## src/rtl/gbdt_pkg.sv

```systemverilog
// Shared types and helpers for the GBDT classifier back end.
// Used by the argmax accumulator and its lane reduction tree.
package gbdt_pkg;

    typedef enum logic [1:0] {
        IDLE,
        ACCUM,
        DRAIN,
        DONE
    } argmax_state_t;

    localparam int SCORE_MAX_W = 64;

    // Callers pass scores already sign- or zero-extended to 64 bits
    function automatic logic score_gt(
        input logic [SCORE_MAX_W-1:0] a,
        input logic [SCORE_MAX_W-1:0] b,
        input logic                   signed_mode
    );
        if (signed_mode)
            return $signed(a) > $signed(b);
        return a > b;
    endfunction

    function automatic int calc_rounds(input int num_classes, input int lanes);
        return (num_classes + lanes - 1) / lanes;
    endfunction

endpackage

```

## src/rtl/gbdt_argmax_tree.sv

```systemverilog
// Combinational top-1 / top-2 reduction over one beat of lane scores.
// Balanced tournament tree; on equal scores the lower lane wins.
module gbdt_argmax_tree
    import gbdt_pkg::*;
#(
    parameter  int DATA_W = 32,
    parameter  int LANES  = 8,
    parameter  int SIGNED = 0,
    localparam int LANE_W = $clog2(LANES)
) (
    input  logic [LANES*DATA_W-1:0] scores,
    input  logic [LANES-1:0]        mask,
    output logic                    top1_valid,
    output logic [DATA_W-1:0]       top1,
    output logic [LANE_W-1:0]       top1_lane,
    output logic                    top2_valid,
    output logic [DATA_W-1:0]       top2
);

    typedef struct packed {
        logic              v;
        logic [DATA_W-1:0] t1;
        logic [LANE_W-1:0] lane;
        logic              h2;
        logic [DATA_W-1:0] t2;
    } node_t;

    node_t node [1:2*LANES-1];

    function automatic logic [SCORE_MAX_W-1:0] ext(input logic [DATA_W-1:0] v);
        if (SIGNED != 0)
            return SCORE_MAX_W'($signed(v));
        return SCORE_MAX_W'(v);
    endfunction

    function automatic logic gt(input logic [DATA_W-1:0] a, input logic [DATA_W-1:0] b);
        return score_gt(ext(a), ext(b), 1'(SIGNED != 0));
    endfunction

    // a always covers the lower lanes, so it keeps ties
    function automatic node_t merge(input node_t a, input node_t b);
        node_t n;
        node_t w;
        node_t l;
        n = a;
        if (!a.v) begin
            n = b;
        end else if (b.v) begin
            w = gt(b.t1, a.t1) ? b : a;
            l = gt(b.t1, a.t1) ? a : b;
            n.v    = 1'b1;
            n.t1   = w.t1;
            n.lane = w.lane;
            n.h2   = 1'b1;
            n.t2   = (w.h2 && gt(w.t2, l.t1)) ? w.t2 : l.t1;
        end
        return n;
    endfunction

    always_comb begin
        for (int i = 0; i < LANES; i++) begin
            node[LANES+i].v    = mask[i];
            node[LANES+i].t1   = scores[i*DATA_W +: DATA_W];
            node[LANES+i].lane = LANE_W'(i);
            node[LANES+i].h2   = 1'b0;
            node[LANES+i].t2   = '0;
        end
        for (int i = LANES - 1; i >= 1; i--)
            node[i] = merge(node[2*i], node[2*i+1]);
    end

    assign top1_valid = node[1].v;
    assign top1       = node[1].t1;
    assign top1_lane  = node[1].lane;
    assign top2_valid = node[1].h2;
    assign top2       = node[1].t2;

endmodule

```

## src/rtl/gbdt_argmax_acc.sv

```systemverilog
// Multi-round argmax accumulator: running max, its class and the runner-up
// over ROUNDS beats of LANES scores, with a one-cycle done pulse.
module gbdt_argmax_acc
    import gbdt_pkg::*;
#(
    parameter  int DATA_W      = 32,
    parameter  int LANES       = 8,
    parameter  int NUM_CLASSES = 32,
    parameter  int SIGNED      = 0,
    localparam int CLASS_W     = $clog2(NUM_CLASSES)
) (
    input  logic                    gbdt_clk,
    input  logic                    gbdt_rst_n,
    input  logic                    start,
    input  logic                    abort,
    input  logic                    in_valid,
    output logic                    in_ready,
    input  logic [LANES*DATA_W-1:0] in_scores,
    output logic                    busy,
    output logic                    done,
    output logic [DATA_W-1:0]       max_score,
    output logic [CLASS_W-1:0]      max_class,
    output logic [DATA_W-1:0]       second_score
);

    localparam int ROUNDS = calc_rounds(NUM_CLASSES, LANES);
    localparam int RND_W  = $clog2(ROUNDS + 1);
    localparam int LANE_W = $clog2(LANES);

    typedef struct packed {
        logic              first;
        logic              last;
        logic [RND_W-1:0]  rnd;
        logic [DATA_W-1:0] t1;
        logic [LANE_W-1:0] lane;
        logic              h2;
        logic [DATA_W-1:0] t2;
    } s1_t;

    argmax_state_t state, state_nxt;

    logic [RND_W-1:0]   rnd;
    logic               accept;
    logic               last_beat;
    logic [LANES-1:0]   lane_mask;
    logic               t_v;
    logic [DATA_W-1:0]  t_1;
    logic [LANE_W-1:0]  t_lane;
    logic               t_h2;
    logic [DATA_W-1:0]  t_2;
    logic               s1_valid;
    s1_t                s1_q;
    logic [DATA_W-1:0]  r_max, r_sec, m_max, m_sec, lose;
    logic [CLASS_W-1:0] r_cls, m_cls, cls_new;

    function automatic logic [SCORE_MAX_W-1:0] ext(input logic [DATA_W-1:0] v);
        if (SIGNED != 0)
            return SCORE_MAX_W'($signed(v));
        return SCORE_MAX_W'(v);
    endfunction

    function automatic logic gt(input logic [DATA_W-1:0] a, input logic [DATA_W-1:0] b);
        return score_gt(ext(a), ext(b), 1'(SIGNED != 0));
    endfunction

    always_comb begin
        state_nxt = state;
        in_ready  = 1'b0;
        busy      = 1'b0;
        unique case (state)
            IDLE:  if (start) state_nxt = ACCUM;
            ACCUM: begin
                in_ready = 1'b1;
                busy     = 1'b1;
                if (in_valid && last_beat) state_nxt = DRAIN;
            end
            DRAIN: begin
                busy = 1'b1;
                if (!s1_valid) state_nxt = DONE;
            end
            DONE:  if (start) state_nxt = ACCUM;
            default: state_nxt = IDLE;
        endcase
        if (abort) state_nxt = IDLE;
    end

    assign accept    = in_valid && in_ready && !abort;
    assign last_beat = (rnd == RND_W'(ROUNDS - 1));

    // Padding lanes past the last class never take part
    always_comb begin
        for (int i = 0; i < LANES; i++)
            lane_mask[i] = (int'(rnd) * LANES + i) < NUM_CLASSES;
    end

    gbdt_argmax_tree #(
        .DATA_W (DATA_W),
        .LANES  (LANES),
        .SIGNED (SIGNED)
    ) u_tree (
        .scores     (in_scores),
        .mask       (lane_mask),
        .top1_valid (t_v),
        .top1       (t_1),
        .top1_lane  (t_lane),
        .top2_valid (t_h2),
        .top2       (t_2)
    );

    assign cls_new = CLASS_W'(s1_q.rnd) * CLASS_W'(LANES) + CLASS_W'(s1_q.lane);

    // Earlier rounds hold lower classes, so keeping the old max on ties
    // gives the lower class index.
    always_comb begin
        m_max = r_max;
        m_cls = r_cls;
        m_sec = r_sec;
        lose  = s1_q.t1;
        if (s1_q.first) begin
            m_max = s1_q.t1;
            m_cls = cls_new;
            m_sec = s1_q.t2;
        end else begin
            if (gt(s1_q.t1, r_max)) begin
                m_max = s1_q.t1;
                m_cls = cls_new;
                lose  = r_max;
            end
            if (gt(lose, m_sec)) m_sec = lose;
            if (s1_q.h2 && gt(s1_q.t2, m_sec)) m_sec = s1_q.t2;
        end
    end

    always_ff @(posedge gbdt_clk or negedge gbdt_rst_n) begin
        if (!gbdt_rst_n) begin
            state    <= IDLE;
            rnd      <= '0;
            done     <= 1'b0;
            s1_valid <= 1'b0;
            s1_q     <= '0;
        end else begin
            state    <= state_nxt;
            done     <= (state == DRAIN) && (state_nxt == DONE);
            s1_valid <= accept;
            if (accept)
                s1_q <= '{first: (rnd == '0), last: last_beat, rnd: rnd,
                          t1: t_1, lane: t_lane, h2: t_h2 & t_v, t2: t_2};
            if (abort)
                rnd <= '0;
            else if (accept)
                rnd <= last_beat ? '0 : rnd + 1'b1;
            else if (state_nxt == ACCUM && state != ACCUM)
                rnd <= '0;
        end
    end

    always_ff @(posedge gbdt_clk or negedge gbdt_rst_n) begin
        if (!gbdt_rst_n) begin
            r_max        <= '0;
            r_cls        <= '0;
            r_sec        <= '0;
            max_score    <= '0;
            max_class    <= '0;
            second_score <= '0;
        end else if (s1_valid && !abort) begin
            r_max <= m_max;
            r_cls <= m_cls;
            r_sec <= m_sec;
            if (s1_q.last) begin
                max_score    <= m_max;
                max_class    <= m_cls;
                second_score <= m_sec;
            end
        end
    end

endmodule

```

## config.mk

```make
export PLATFORM = sky130hd
export DESIGN_NAME = gbdt_argmax_acc
export DESIGN_NICKNAME = d
export VERILOG_FILES = /design/src/rtl/gbdt_pkg.sv /design/src/rtl/gbdt_argmax_tree.sv /design/src/rtl/gbdt_argmax_acc.sv
export SDC_FILE = /design/constraint.sdc
export NUM_CORES = 2
export LEC_CHECK = 0
export ABC_AREA = 1
export CORE_MARGIN = 1.5
export CORE_UTILIZATION = 41
export CTS_CLUSTER_SIZE = 25
export DETAILED_ROUTE_END_ITERATION = 8
export DONT_BUFFER_PORTS = 1
export GPL_TIMING_DRIVEN = 0
export SLEW_MARGIN = 40
export SYNTH_ARGS = -nofsm -noshare
export SYNTH_HDL_FRONTEND = slang
export SYNTH_SLANG_ARGS = --single-unit
export TNS_END_PERCENT = 100
```

## constraint.sdc

```tcl
create_clock -name gbdt_clk -period 6.8 [get_ports gbdt_clk]
set_clock_uncertainty 0.1 [all_clocks]
set_input_delay 1.36 -clock gbdt_clk [delete_from_list [all_inputs] [get_ports gbdt_clk]]
set_output_delay 1.36 -clock gbdt_clk [all_outputs]
set_load 0.1 [all_outputs]
```

==> summary.txt <==
Die
  – # IOs: 333
  – Die Span X: 267 µm
  – Initial Utilization: 0.415
  – Num rows: 96
  – CORE AREA: 0.0687 mm²
  – Die area: 0.0712 mm²
  – Die Y: 267 µm

Route
  – Number of DRC markers in iteration 0: 3757
  – WL/cell: 23.6 µm
  – Post-route ant nets: 0
  – Post-Route WL: 138 mm
  – Top sig layer: met4
  – Via density per instance: 5.89
  – Routed length on met3: 14.0 mm
  – First drt pass iteration count: 7
  – Met1 Wirelength: 52.8 mm
  – Vias: 34300
  – # DRC: 0
  – Metal2 WL: 58.9 mm

Worst setup path
  – Crit Path Class: input port to flop
  – Slowest CP cell: a2111oi_4
  – Setup crit end kind: flop
  – Crit. Startpoint: in_scores[87]
  – RR Endpoint: s1_q[0]
  – Crit path to: s1_q[0]
  – Worst reg2reg setup slack: -1.99 ns
  – Reg2reg path depth: 34
  – CP Data Required Time: 7.16 ns
  – Worst EP arrival: 9.67 ns
  – CP Max Fanout: 10
  – Worst flop-to-flop path startpoint: rnd[2]
  – Slowest Stage Delay on Critical Path: 0.46 ns
  – CP startpoint kind: input port

GRT
  – Initial antenna violation count: 0
  – First-pass GRT wire length: 198 mm
  – Largest net degree at the start of global routing: 218
  – Gr ovfl total: 0
  – Global Route Usage Sum: 0.368
  – Vias in the first global route: 31900

Synthesis
  – Synth Area per Inst: 6.26 µm²
  – Mapped cell area: 0.0285 mm²
  – Post-Syn Instances: 4562
  – Register area share after synthesis: 0.190
  – Netlist cell types: 53
  – EDFF count, synth: 0
  – YS warnings: 0
  – Post-synthesis async set-or-reset flop share: 1.00
  – Yosys reg bits: 217
  – Syn_nets: 5240
  – Ys flop type: dfrtp_1

Flow run
  – Max cap viols: 0

Placement
  – Number of I/O port buffers: 0
  – Placer Congestion: 1.06
  – HPWL after DPL: 106 mm

Cells and area
  – Synth-to-layout area growth: 37.4%
  – Final core occ: 0.571
  – Final Net Count: 5559
  – Most frequent cells in the layout: nand2_1 (1051), inv_1 (600), o21ai_0 (384)
  – # diodes: 0
  – Share of cells above drive strength 1: 0.275
  – Commonest non-fill, non-tap cell in the layout: nand2_1

Clocking
  – Clk_lat worst skew: 0.55 ns
  – CTS root buffer: clkbuf_16
  – Clock-pin slew on the worst setup and hold paths: 0.07 ns
  – CTS max path bufs: 3
  – H-tree depth: 1
  – Total clock sinks: 217
  – TritonCTS clock tree: done
  – Number of CTS-inserted buffers: 22

STA
  – Final worst path period need: 9.32 ns
  – Setup WS post-layout: -2.52 ns
  – Slew headroom: 0.364
  – Pins over their slew limit: 0
  – F_max: 107 MHz
  – Final hold vios: 0
  – Worst slew pin tran: 0.944 ns
  – Post-route clock period utilization: 1.37
  – RSZ-0062 raised after global routing: true
  – # setup viols final: 66

Run status
  – Status: complete, but fails checks
  – Violated checks: setup timing

Min path
  – Hold Path Class: flop to flop
-- synth_stat cells, drive strengths merged, types with 26 or more instances --
library cell / number / area [µm²]
a21oi: 255 / 1280
buf: 69 / 464
clkbuf: 162 / 608
dfrtp: 217 / 5430
ha: 417 / 5220
inv: 690 / 2590
nand2: 1218 / 4650
nand3: 498 / 2590
nand3b: 39 / 293
nand4: 36 / 238
nor2: 138 / 523
nor3: 26 / 135
o211ai: 37 / 278
o21ai: 612 / 3100
o221ai: 37 / 324
-- through the flow --
| stage | setup slack, ns | cells | setup TNS, ns | cell area (µm²) | hold slack (ns) |
|---|---|---|---|---|---|
| after CTS | -2.10 | 5734 | -68.53 | 36400 | 0.390 |
| after floorplan | -1.32 | 4562 | -41.33 | 29200 | 0.348 |
| after global placement | -4.35 | 5493 | -261.16 | 30400 | 0.361 |
| final | -2.52 | 5828 | -90.86 | 39200 | 0.388 |
| after detailed placement | -4.34 | 5496 | -262.63 | 30500 | 0.373 |
| after global routing | -2.74 | 5828 | -104.28 | 39200 | 0.411 |
-- layer usage --
metal  vias to the layer above  global-route usage
met2                      1974               0.570
met5                         -                   0
met4                         0               0.242
met1                     15900               0.466
li1                      15800                   -
met3                       573              0.0681
-- worst min path at each step --
stage               startpoint                to  cells past startpoint
global route        gbdt_rst_n  second_score[26]                      0
detailed placement    r_cls[0]          r_cls[0]                      2
global placement      r_cls[4]          r_cls[4]                      2
finish                r_cls[1]          r_cls[1]                      2
floorplan             r_cls[0]          r_cls[0]                      2
CTS                   r_cls[1]          r_cls[1]                      2
-- state kept, by name, summed over array words and instances (netlist names) --
| signal | count |
|---|---|
| s1_q | 72 |
| max_score | 32 |
| r_max | 32 |
| r_sec | 32 |
| second_score | 32 |
| max_class | 5 |
| r_cls | 5 |
| rnd | 3 |
| state | 2 |
| done | 1 |
| s1_valid | 1 |
-- final cells by class --
class	count	area, µm²
Clock buffer	26	586
Tap cell	931	1160
Sequential cell	217	5510
Buffer	230	2230
Inverter	693	2670
Multi-Input combinational cell	3424	24000
Fill cell	6518	29500
Clock inverter	14	158
Timing Repair Buffer	293	2930
-- kinds of logic after synthesis --
logic type | Yosys count | share of synthesized area
AND/OR/NAND/NOR | 1998 | 0.306
AO/OA/AOI/OAI | 1005 | 0.192
buffers and inverters | 924 | 0.129
adder cells (fa/ha/maj) | 417 | 0.183
flip-flops | 217 | 0.190
multiplexers | 1 | 0.000351
-- worst max-delay path: cells and delay by family --
kind                     cells  cell delay, ns
AND/OR/NAND/NOR             26            3.92
AO/OA/AOI/OAI               10            1.76
adder cells (fa/ha/maj)      4            1.10
buffers and inverters       11            1.49
-- repair_timing --
item,CTS,global route
gates cloned,20,15
resized for setup,886,466
setup endpoints to repair,131,131
pin swaps,100,74
setup buffers,196,79
hold buffers,0,0
Power is left out: the tool's default activity adds up to more than one toggle a clock period on the data nets, which glitch-free logic cannot reach.
